### config.mk
export PLATFORM = sky130hd
export DESIGN_NAME = ex_flag_stage
export DESIGN_NICKNAME = d
export VERILOG_FILES = /design/src/rtl/ex_flag_stage_pkg.sv /design/src/rtl/ex_flag_stage_br_cond_eval.sv /design/src/rtl/ex_flag_stage.sv
export SDC_FILE = /design/constraint.sdc
export NUM_CORES = 1
export LEC_CHECK = 0
export BUFFER_PORTS_ARGS = -buffer_cell sky130_fd_sc_hd__buf_2
export CAP_MARGIN = 10
export CORE_ASPECT_RATIO = 0.7
export CORE_MARGIN = 3
export CORE_UTILIZATION = 44
export CTS_BUF_LIST = sky130_fd_sc_hd__clkbuf_8
export CTS_CLUSTER_SIZE = 25
export DETAILED_ROUTE_END_ITERATION = 10
export GPL_TIMING_DRIVEN = 0
export HOLD_SLACK_MARGIN = 0.03
export PLACE_DENSITY_LB_ADDON = 0.15
export SLEW_MARGIN = 20
export SYNTH_ARGS = -nofsm -noshare
export SYNTH_HDL_FRONTEND = slang
export SYNTH_SLANG_ARGS = --single-unit
### constraint.sdc
create_clock -name clk -period 1.8 [get_ports clk]
set_clock_uncertainty 0.05 [all_clocks]
set_input_delay 0.09 -clock clk [delete_from_list [all_inputs] [get_ports clk]]
set_output_delay 0.09 -clock clk [all_outputs]
set_load 0.02 [all_outputs]
### src/rtl/ex_flag_stage_pkg.sv
// Shared encodings for the EX-stage flag update class and branch conditions.
package ex_flag_stage_pkg;

    typedef enum logic [1:0] {
        FC_NONE = 2'b00,
        FC_Z    = 2'b01,
        FC_NZV  = 2'b10,
        FC_RSVD = 2'b11
    } fclass_e;

    typedef enum logic [2:0] {
        NE     = 3'b000,
        EQ     = 3'b001,
        GT     = 3'b010,
        LT     = 3'b011,
        GE     = 3'b100,
        LE     = 3'b101,
        OV     = 3'b110,
        UNCOND = 3'b111
    } br_cond_e;

endpackage

### src/rtl/ex_flag_stage_br_cond_eval.sv
// Combinational branch-condition decoder over N/Z/V.
module br_cond_eval
    import ex_flag_stage_pkg::*;
(
    input  logic       n,
    input  logic       z,
    input  logic       v,
    input  logic [2:0] cond,
    output logic       taken
);

    br_cond_e cond_e;
    assign cond_e = br_cond_e'(cond);

    always_comb begin
        taken = 1'b0;
        unique case (cond_e)
            NE:     taken = ~z;
            EQ:     taken = z;
            GT:     taken = ~z & ~n;
            LT:     taken = n;
            GE:     taken = z | (~z & ~n);
            LE:     taken = n | z;
            OV:     taken = v;
            UNCOND: taken = 1'b1;
        endcase
    end

endmodule

### src/rtl/ex_flag_stage.sv
// EX/MEM pipeline register plus architectural N/Z/V flags with a same-cycle
// bypass feeding the branch decision for an instruction in ID.
module ex_flag_stage
    import ex_flag_stage_pkg::*;
(
    input  logic        clk,
    input  logic        rst,
    input  logic        ex_valid,
    input  logic [15:0] ex_result,
    input  logic        ex_n,
    input  logic        ex_v,
    input  logic [1:0]  ex_fclass,
    input  logic        stall,
    input  logic        flush,
    input  logic        br_valid,
    input  logic [2:0]  br_cond,
    output logic        mem_valid,
    output logic [15:0] mem_result,
    output logic        flag_n,
    output logic        flag_z,
    output logic        flag_v,
    output logic        br_taken
);

    logic        mem_valid_q;
    logic [15:0] mem_result_q;
    logic        flag_n_q, flag_z_q, flag_v_q;

    logic commit, upd_nzv, upd_z, z_calc;
    logic eff_n, eff_z, eff_v, cond_taken;

    // Reset suppresses commit so nothing is bypassed or loaded during reset.
    assign commit  = ex_valid & ~stall & ~flush & ~rst;
    assign upd_nzv = commit & (ex_fclass == FC_NZV);
    assign upd_z   = commit & ((ex_fclass == FC_NZV) | (ex_fclass == FC_Z));
    assign z_calc  = (ex_result == 16'h0000);

    assign eff_n = upd_nzv ? ex_n   : flag_n_q;
    assign eff_z = upd_z   ? z_calc : flag_z_q;
    assign eff_v = upd_nzv ? ex_v   : flag_v_q;

    br_cond_eval u_br_cond_eval (
        .n     (eff_n),
        .z     (eff_z),
        .v     (eff_v),
        .cond  (br_cond),
        .taken (cond_taken)
    );

    assign br_taken = br_valid & cond_taken;

    always_ff @(posedge clk) begin
        if (rst) begin
            mem_valid_q  <= 1'b0;
            mem_result_q <= 16'h0000;
            flag_n_q     <= 1'b0;
            flag_z_q     <= 1'b0;
            flag_v_q     <= 1'b0;
        end else begin
            if (flush) begin
                mem_valid_q <= 1'b0;
            end else if (!stall) begin
                mem_valid_q <= ex_valid;
                if (ex_valid) begin
                    mem_result_q <= ex_result;
                end
            end
            if (upd_nzv) begin
                flag_n_q <= ex_n;
                flag_v_q <= ex_v;
            end
            if (upd_z) begin
                flag_z_q <= z_calc;
            end
        end
    end

    assign mem_valid  = mem_valid_q;
    assign mem_result = mem_result_q;
    assign flag_n     = flag_n_q;
    assign flag_z     = flag_z_q;
    assign flag_v     = flag_v_q;

endmodule

==> results by group, run 1 <==
Critical path
  – Worst R2R Start: flag_z$_SDFF_PP0_
  – CP delay by family, top: simple AND/OR/NAND/NOR gates
  – Critical path endpoint: br_taken
  – Crit path launch type: input port
  – R2r setup slk: 800 ps
  – Kind of critical path: in -> out
  – CP Depth: 7
  – Max stage delay on crit path: 520 ps
  – Top fanout value on the critical path: 3
  – Crit path from: rst
  – WP data required: 1660 ps
  – Crit path buffers/inverters: 2
  – Critical Path End Type: primary output
  – FF-to-FF End: flag_z$_SDFF_PP0_
  – Cell chain of the critical path: buf_8 > or4b_4 > o21a_1 > a21o_1 > or2_0 > o221a_1 > buf_6
  – Arrival time worst endpoint: 1640 ps
  – Register-to-Register Path Depth: 4
  – Slowest CP cell: or4b_4

STA
  – Final hold viol count: 0
  – Crit path time final: 1780 ps
  – Crit share post-route: 98.9%
  – Fmax: 562 MHz
  – Count of final setup violators: 0
  – Hold Slack: 35.2 ps
  – Worst-Margin Slew: 704 ps
  – RSZ-0062 raised after global routing: true
  – Relative slew slack: 53.0%
  – Final Max Slew Viols: 0
  – Worst Slack Setup Final: 20.0 ps

CTS
  – Clk_lat worst skew: 260 ps
  – Number of buffers created by CTS: 3
  – Clock root buffer: clkbuf_8
  – CTS clk-pin slew, worst paths: 80 ps
  – TritonCTS clock tree: done
  – CTS Sinks: 20
  – Longest Clk Path Bufs: 2
  – H-tree depth: 1

Yosys
  – Sequential fraction of the synthesis area: 46.0%
  – Synth area leaders: dfxtp_1 (46%), nand2_1 (15%), a21oi_1 (9.2%), mux2i_1 (3.4%), nor4_1 (2.9%)
  – Post-synthesis compound-gate area fraction: 18.2%
  – Yosys warnings: 0
  – Cell Area, Synth: 871 µm²
  – Post-synth top area share: 46.0%
  – Syn Inst Count: 110
  – Post-synthesis average cell area: 7.92 µm²
  – Mux share of post-synthesis cell area: 3.45%
  – Main combinational cell family by area after synthesis: simple AND/OR/NAND/NOR gates
  – Syn nets: 140
  – Adder-cell share of the synthesized area: 1.44%
  – Count of cell types in the netlist: 25
  – Seq cells post-synth: 20
  – Simple-gate share of the synthesized area: 27.9%
  – Largest area contributor in the netlist: dfxtp_1
  – Xor and xnor area share after synthesis: 0%

Floorplan
  – Die Y: 43.2 µm
  – Total core area: 1730 µm²
  – Die Width: 59.2 µm
  – Die area: 2560 µm²
  – Std cell rows: 12
  – I/O Pins: 50
  – Initial Util: 50.4%

Global route
  – Gr usage total: 19.1%
  – Gr ovfl total: 0
  – Vias in the first global route: 870
  – First-pass GRT wire length: 3.73 mm
  – Pin count of the biggest net entering global routing: 13
  – Initial antenna violation count: 0

Pwr
  – Tot Pwr: 1.05 mW
  – PwrDens: 799 nW/µm²
  – Leak: 0.619 nW
  – Peak VDD IR: 0.853 mV

Placed design
  – Place WS: -70.3 ps
  – Final GP Congestion: 0.725
  – Hpwl dp: 1.78 mm
  – PortBufs: 49
  – Placement Cell Area: 1140 µm²

Drt
  – Vias post-DR: 1,011
  – Vias/cell: 5.27
  – Antenna Nets Post-Route: 0
  – 1st-pass router iterations: 4
  – Initial DRC Count: 20
  – Total Wirelength: 2.37 mm
  – Routed len/inst: 12.4 µm
  – # DRC: 0

Run
  – Max cap viols: 0

Final layout
  – Diode count: 0
  – Final Instance Area: 1320 µm²
  – Area grow syn2layout: 51.6%
  – Final core area utilization: 76.4%
  – Final Net Count: 202
  – Share of layout cells above drive strength 1: 35.1%

Outcome
  – Status: complete, no violations

Hold path
  – Worst hold path class: in -> reg
## registers in the layout, indices dropped and copies added (netlist names)
register	flops
flag_z	1
flag_n	1
flag_v	1
mem_result	16
mem_valid	1
## cell usage in the layout, fill, tap and decap left out, types with 3 or more instances in the layout
cell / instances
nor4_1: 4
clkbuf_1: 5
o21ai_0: 3
a21oi_1: 16
dlygate4sd3_1: 5
buf_4: 4
nand2_1: 34
clkbuf_8: 3
nor2_1: 4
dfxtp_1: 20
mux2i_1: 3
buf_2: 45
## cell usage after synthesis
cell and number:
a211oi_1 2, a21boi_0 1, a21o_1 1, a21oi_1 16, a31oi_1 1, and4_1 1
clkbuf_1 5, dfxtp_1 20, ha_1 1, inv_1 2, mux2i_1 3, nand2_1 34
nor2_1 5, nor2b_1 2, nor3_1 1, nor3b_1 1, nor4_1 4, nor4b_1 1
o21a_1 1, o21ai_0 3, o221a_1 1, o2bb2ai_1 1, or2_0 1, or3b_2 1
or4b_4 1
## layout make-up
| class | instances | area (µm²) |
|---|---|---|
| Tap cell | 21 | 26.3 |
| Fill cell | 136 | 407 |
| Inverter | 2 | 7.51 |
| Timing Repair Buffer | 57 | 343 |
| Buffer | 5 | 18.8 |
| Multi-Input combinational cell | 83 | 453 |
| Clock inverter | 1 | 30.0 |
| Clock buffer | 3 | 41.3 |
| Sequential cell | 20 | 400 |
## power by group
| group | switching, mW | internal [mW] | total [mW] |
|---|---|---|---|
| clock | 0.147 | 0.297 | 0.443 |
| sequential | 0.00613 | 0.455 | 0.461 |
| combinational | 0.0796 | 0.0700 | 0.150 |
| total | 0.232 | 0.822 | 1.05 |
## cell families (layout without fill, tap and decap cells)
group / count (synthesis) / after routing
AO/OA/AOI/OAI: 27 / 27
adder cells (fa/ha/maj): 1 / 1
buffers and inverters: 7 / 68
flip-flops: 20 / 20
multiplexers: 3 / 3
AND/OR/NAND/NOR: 52 / 52
## worst min path at each step
| stage | from | end | slack (ps) | cells past startpoint |
|---|---|---|---|---|
| 4_1_cts | ex_result[3] | mem_result[3]$_SDFFE_PP0N_ | 30 | 3 |
| 3_3_place_gp | flush | mem_valid$_SDFFE_PP0N_ | 270 | 2 |
| 3_5_place_dp | flush | mem_valid$_SDFFE_PP0N_ | 290 | 2 |
| 6_report | ex_result[13] | mem_result[13]$_SDFFE_PP0N_ | 40 | 3 |
| 2_1_floorplan | flush | mem_valid$_SDFFE_PP0N_ | 120 | 1 |
| 5_1_grt | ex_result[9] | mem_result[9]$_SDFFE_PP0N_ | 30 | 3 |
## worst min-delay path, stage by stage
cell	delay [ps]
buf_2	100
nand2_1	50
a21oi_1	60
## per-layer routing
layer | share of wire (%) | vias to the layer above | track usage, % | wire length (µm)
met1 | 42 | 465 | 23.5 | 1010
met2 | 47 | 38 | 32.6 | 1120
met4 | 0.63 | 0 | 2.26 | 15
met3 | 9.6 | 4 | 6.99 | 227
met5 | 0 | - | 0 | 0
li1 | - | 504 | - | -
## metrics by stage
step / TNS, ps / cells
6_report: 0 / 192
5_1_grt: -52.5 / 192
4_1_cts: -27.5 / 192
3_5_place_dp: -70.3 / 180
3_3_place_gp: -38.3 / 180
2_1_floorplan: 0 / 110
## timing repair
action | in CTS | in global routing
endpoints found under the hold margin | 5 | 0
setup endpoints to repair | 1 | 1
pin swaps | 4 | 3
hold buffers | 5 | 0
buffers inserted | 3 | 0
gates resized for setup | 8 | 3
Power figures use the tool's default switching activity.
==> run 2, diff against run 1 <==
Settings changed: CORE_MARGIN 3 to unset.
==> run 2 against run 1 <==
Compared with the run above:
- the run now ends with setup timing left
- sequential cell count unchanged
- maximum frequency down 3.0%
- combinational power up 5%
- final cell count up 2.6%
- core utilization down 2.7 points
- critical path depth unchanged
- first-iteration DRC count up 30%
- sequential power about the same
- clock-buffer cell count unchanged
- power up 1.3%
- routed wire length up 1.7%
- critical endpoint unchanged
==> results by group, run 2 (same netlist as run 1, synthesis figures left out) <==
CTS
  – H-tree depth: 1
  – CTS clk-pin slew, worst paths: 70 ps
  – Number of buffers created by CTS: 3
  – Clk_lat worst skew: 260 ps
  – Clock root buffer: clkbuf_8
  – TritonCTS clock tree: done
  – Longest Clk Path Bufs: 2
  – CTS Sinks: 20

Global route
  – Initial antenna violation count: 0
  – Routing usage on met3: 8.24%
  – Gr ovfl total: 0
  – Met1 Track Usage GR: 30.3%
  – Vias in the first global route: 838
  – Met2 GRT Util: 40.1%
  – First-pass GRT wire length: 3.55 mm
  – Pin count of the biggest net entering global routing: 13
  – Gr usage total: 24.4%
  – GR peak layer: met2

Floorplan
  – Total core area: 1850 µm²
  – Die Width: 55.2 µm
  – Die area: 2160 µm²
  – I/O Pins: 50
  – Std cell rows: 13
  – Die Y: 39.2 µm
  – Initial Util: 47.0%

Run
  – Max cap viols: 0

Placed design
  – Placed insts: 181
  – Hpwl dp: 1.71 mm
  – PortBufs: 49
  – Placement Cell Area: 1140 µm²
  – Final GP Congestion: 0.706

STA
  – Crit share post-route: 102%
  – Count of final setup violators: 1
  – RSZ-0062 raised after global routing: true
  – Crit path time final: 1840 ps
  – Setup_tns: -35.8 ps
  – Final Max Slew Viols: 0
  – Worst-Margin Slew: 736 ps
  – Final hold viol count: 0
  – Fmax: 545 MHz
  – Relative slew slack: 50.8%
  – Worst Slack Setup Final: -35.8 ps

Drt
  – Routed len/inst: 12.3 µm
  – Total Wirelength: 2.41 mm
  – Vias post-DR: 1,013
  – Initial DRC Count: 26
  – 1st-pass router iterations: 4
  – # DRC: 0
  – Vias/cell: 5.14
  – Antenna Nets Post-Route: 0

Outcome
  – Failing checks: setup timing
  – Status: finished with violations

Final layout
  – Max FFs per register: 16
  – Final Net Count: 206
  – Share of layout cells above drive strength 1: 33.7%
  – Final Instance Area: 1370 µm²
  – Area grow syn2layout: 57.0%
  – Final Instance Count excl. Fillers: 197
  – Commonest non-fill, non-tap cell in the layout: buf_2
  – Final core area utilization: 73.8%
  – Fill cells: 159
  – Most frequent cells in the layout: buf_2 (47), nand2_1 (34), dfxtp_1 (20)
  – Diode count: 0

Critical path
  – Crit path launch type: input port
  – WP data required: 1660 ps
  – Top fanout value on the critical path: 5
  – Kind of critical path: in -> out
  – Critical Path End Type: primary output
  – Arrival time worst endpoint: 1700 ps

Pwr
  – PwrDens: 781 nW/µm²
  – Reg power frac: 43.1%
  – Pint: 0.827 mW
  – Comb pwr share: 14.7%
  – Peak VDD IR: 0.855 mV
  – Leak: 0.630 nW
  – Net Sw Frac: 22.6%
  – Clock power frac: 42.2%
  – P_sw: 0.241 mW

Hold path
  – Worst hold path class: in -> reg
## run 2: changes by cell type in the layout (fill, tap and decap cells not counted), moves of 2 or more
cell	change
buf_2	+2
dlygate4sd3_1	+7
a211oi_1	-2
buf_4	-4
a211oi_2	+2
## run 2: layout make-up
type	count	area [µm²]	share of cell area, %
Clock buffer	3	41.3	3.02
Buffer	5	18.8	1.37
Clock inverter	1	30.0	2.20
Sequential cell	20	400	29.3
Inverter	2	7.51	0.549
Multi-Input combinational cell	83	464	33.9
Tap cell	22	27.5	2.01
Timing Repair Buffer	61	378	27.6
## run 2: path summary, 6_finish.rpt
kind	start	endpoint	slack, ps	cells past startpoint
min reg2reg	mem_result[0]$_SDFFE_PP0N_	mem_result[0]$_SDFFE_PP0N_	400	2
max	flush	br_taken	-40	7
min	ex_result[3]	mem_result[3]$_SDFFE_PP0N_	30	3
max reg2reg	flag_n$_SDFF_PP0_	flag_n$_SDFF_PP0_	890	3
## run 2: critical path, stage by stage
cell and delay (ps):
buf_2 120, or4b_4 550, o21a_4 230, a21o_1 160
or2_0 190, o221a_1 220, buf_6 130
## run 2: power by group through the flow
stage | logic, mW | registers [mW] | clock network [mW]
5_1_grt | 0.172 | 0.462 | 0.472
3_5_place_dp | 0.128 | 0.471 | 0
3_3_place_gp | 0.125 | 0.471 | 0
2_1_floorplan | 0.0479 | 0.487 | 0
6_report | 0.157 | 0.461 | 0.451
4_1_cts | 0.149 | 0.461 | 0.458
## run 2: per-stage QoR
stage / power, mW / setup WS (ps) / hold WS [ps]
after CTS: 1.07 / -57.0 / 30.1
after floorplan: 0.535 / 201 / 119
after global placement: 0.595 / -29.9 / 266
after global routing: 1.11 / -89.9 / 37.9
after detailed placement: 0.599 / -57.3 / 275
final: 1.07 / -35.8 / 34.0
## run 2: per-layer routing
metal	share of wire (%)	wire length [µm]	vias to the layer above
li1	-	-	511
met5	0	0	-
met1	45	1090	465
met3	6.8	163	5
met4	1.1	26	0
met2	47	1140	32
## run 2: what timing repair did
item / 4_1_cts / 5_1_grt
hold endpoints to repair: 12 / 0
gates resized for setup: 1 / 7
pin swaps: 0 / 1
gates cloned: 0 / 0
setup endpoints to repair: 1 / 1
hold buffers: 12 / 0
setup buffers: 0 / 0
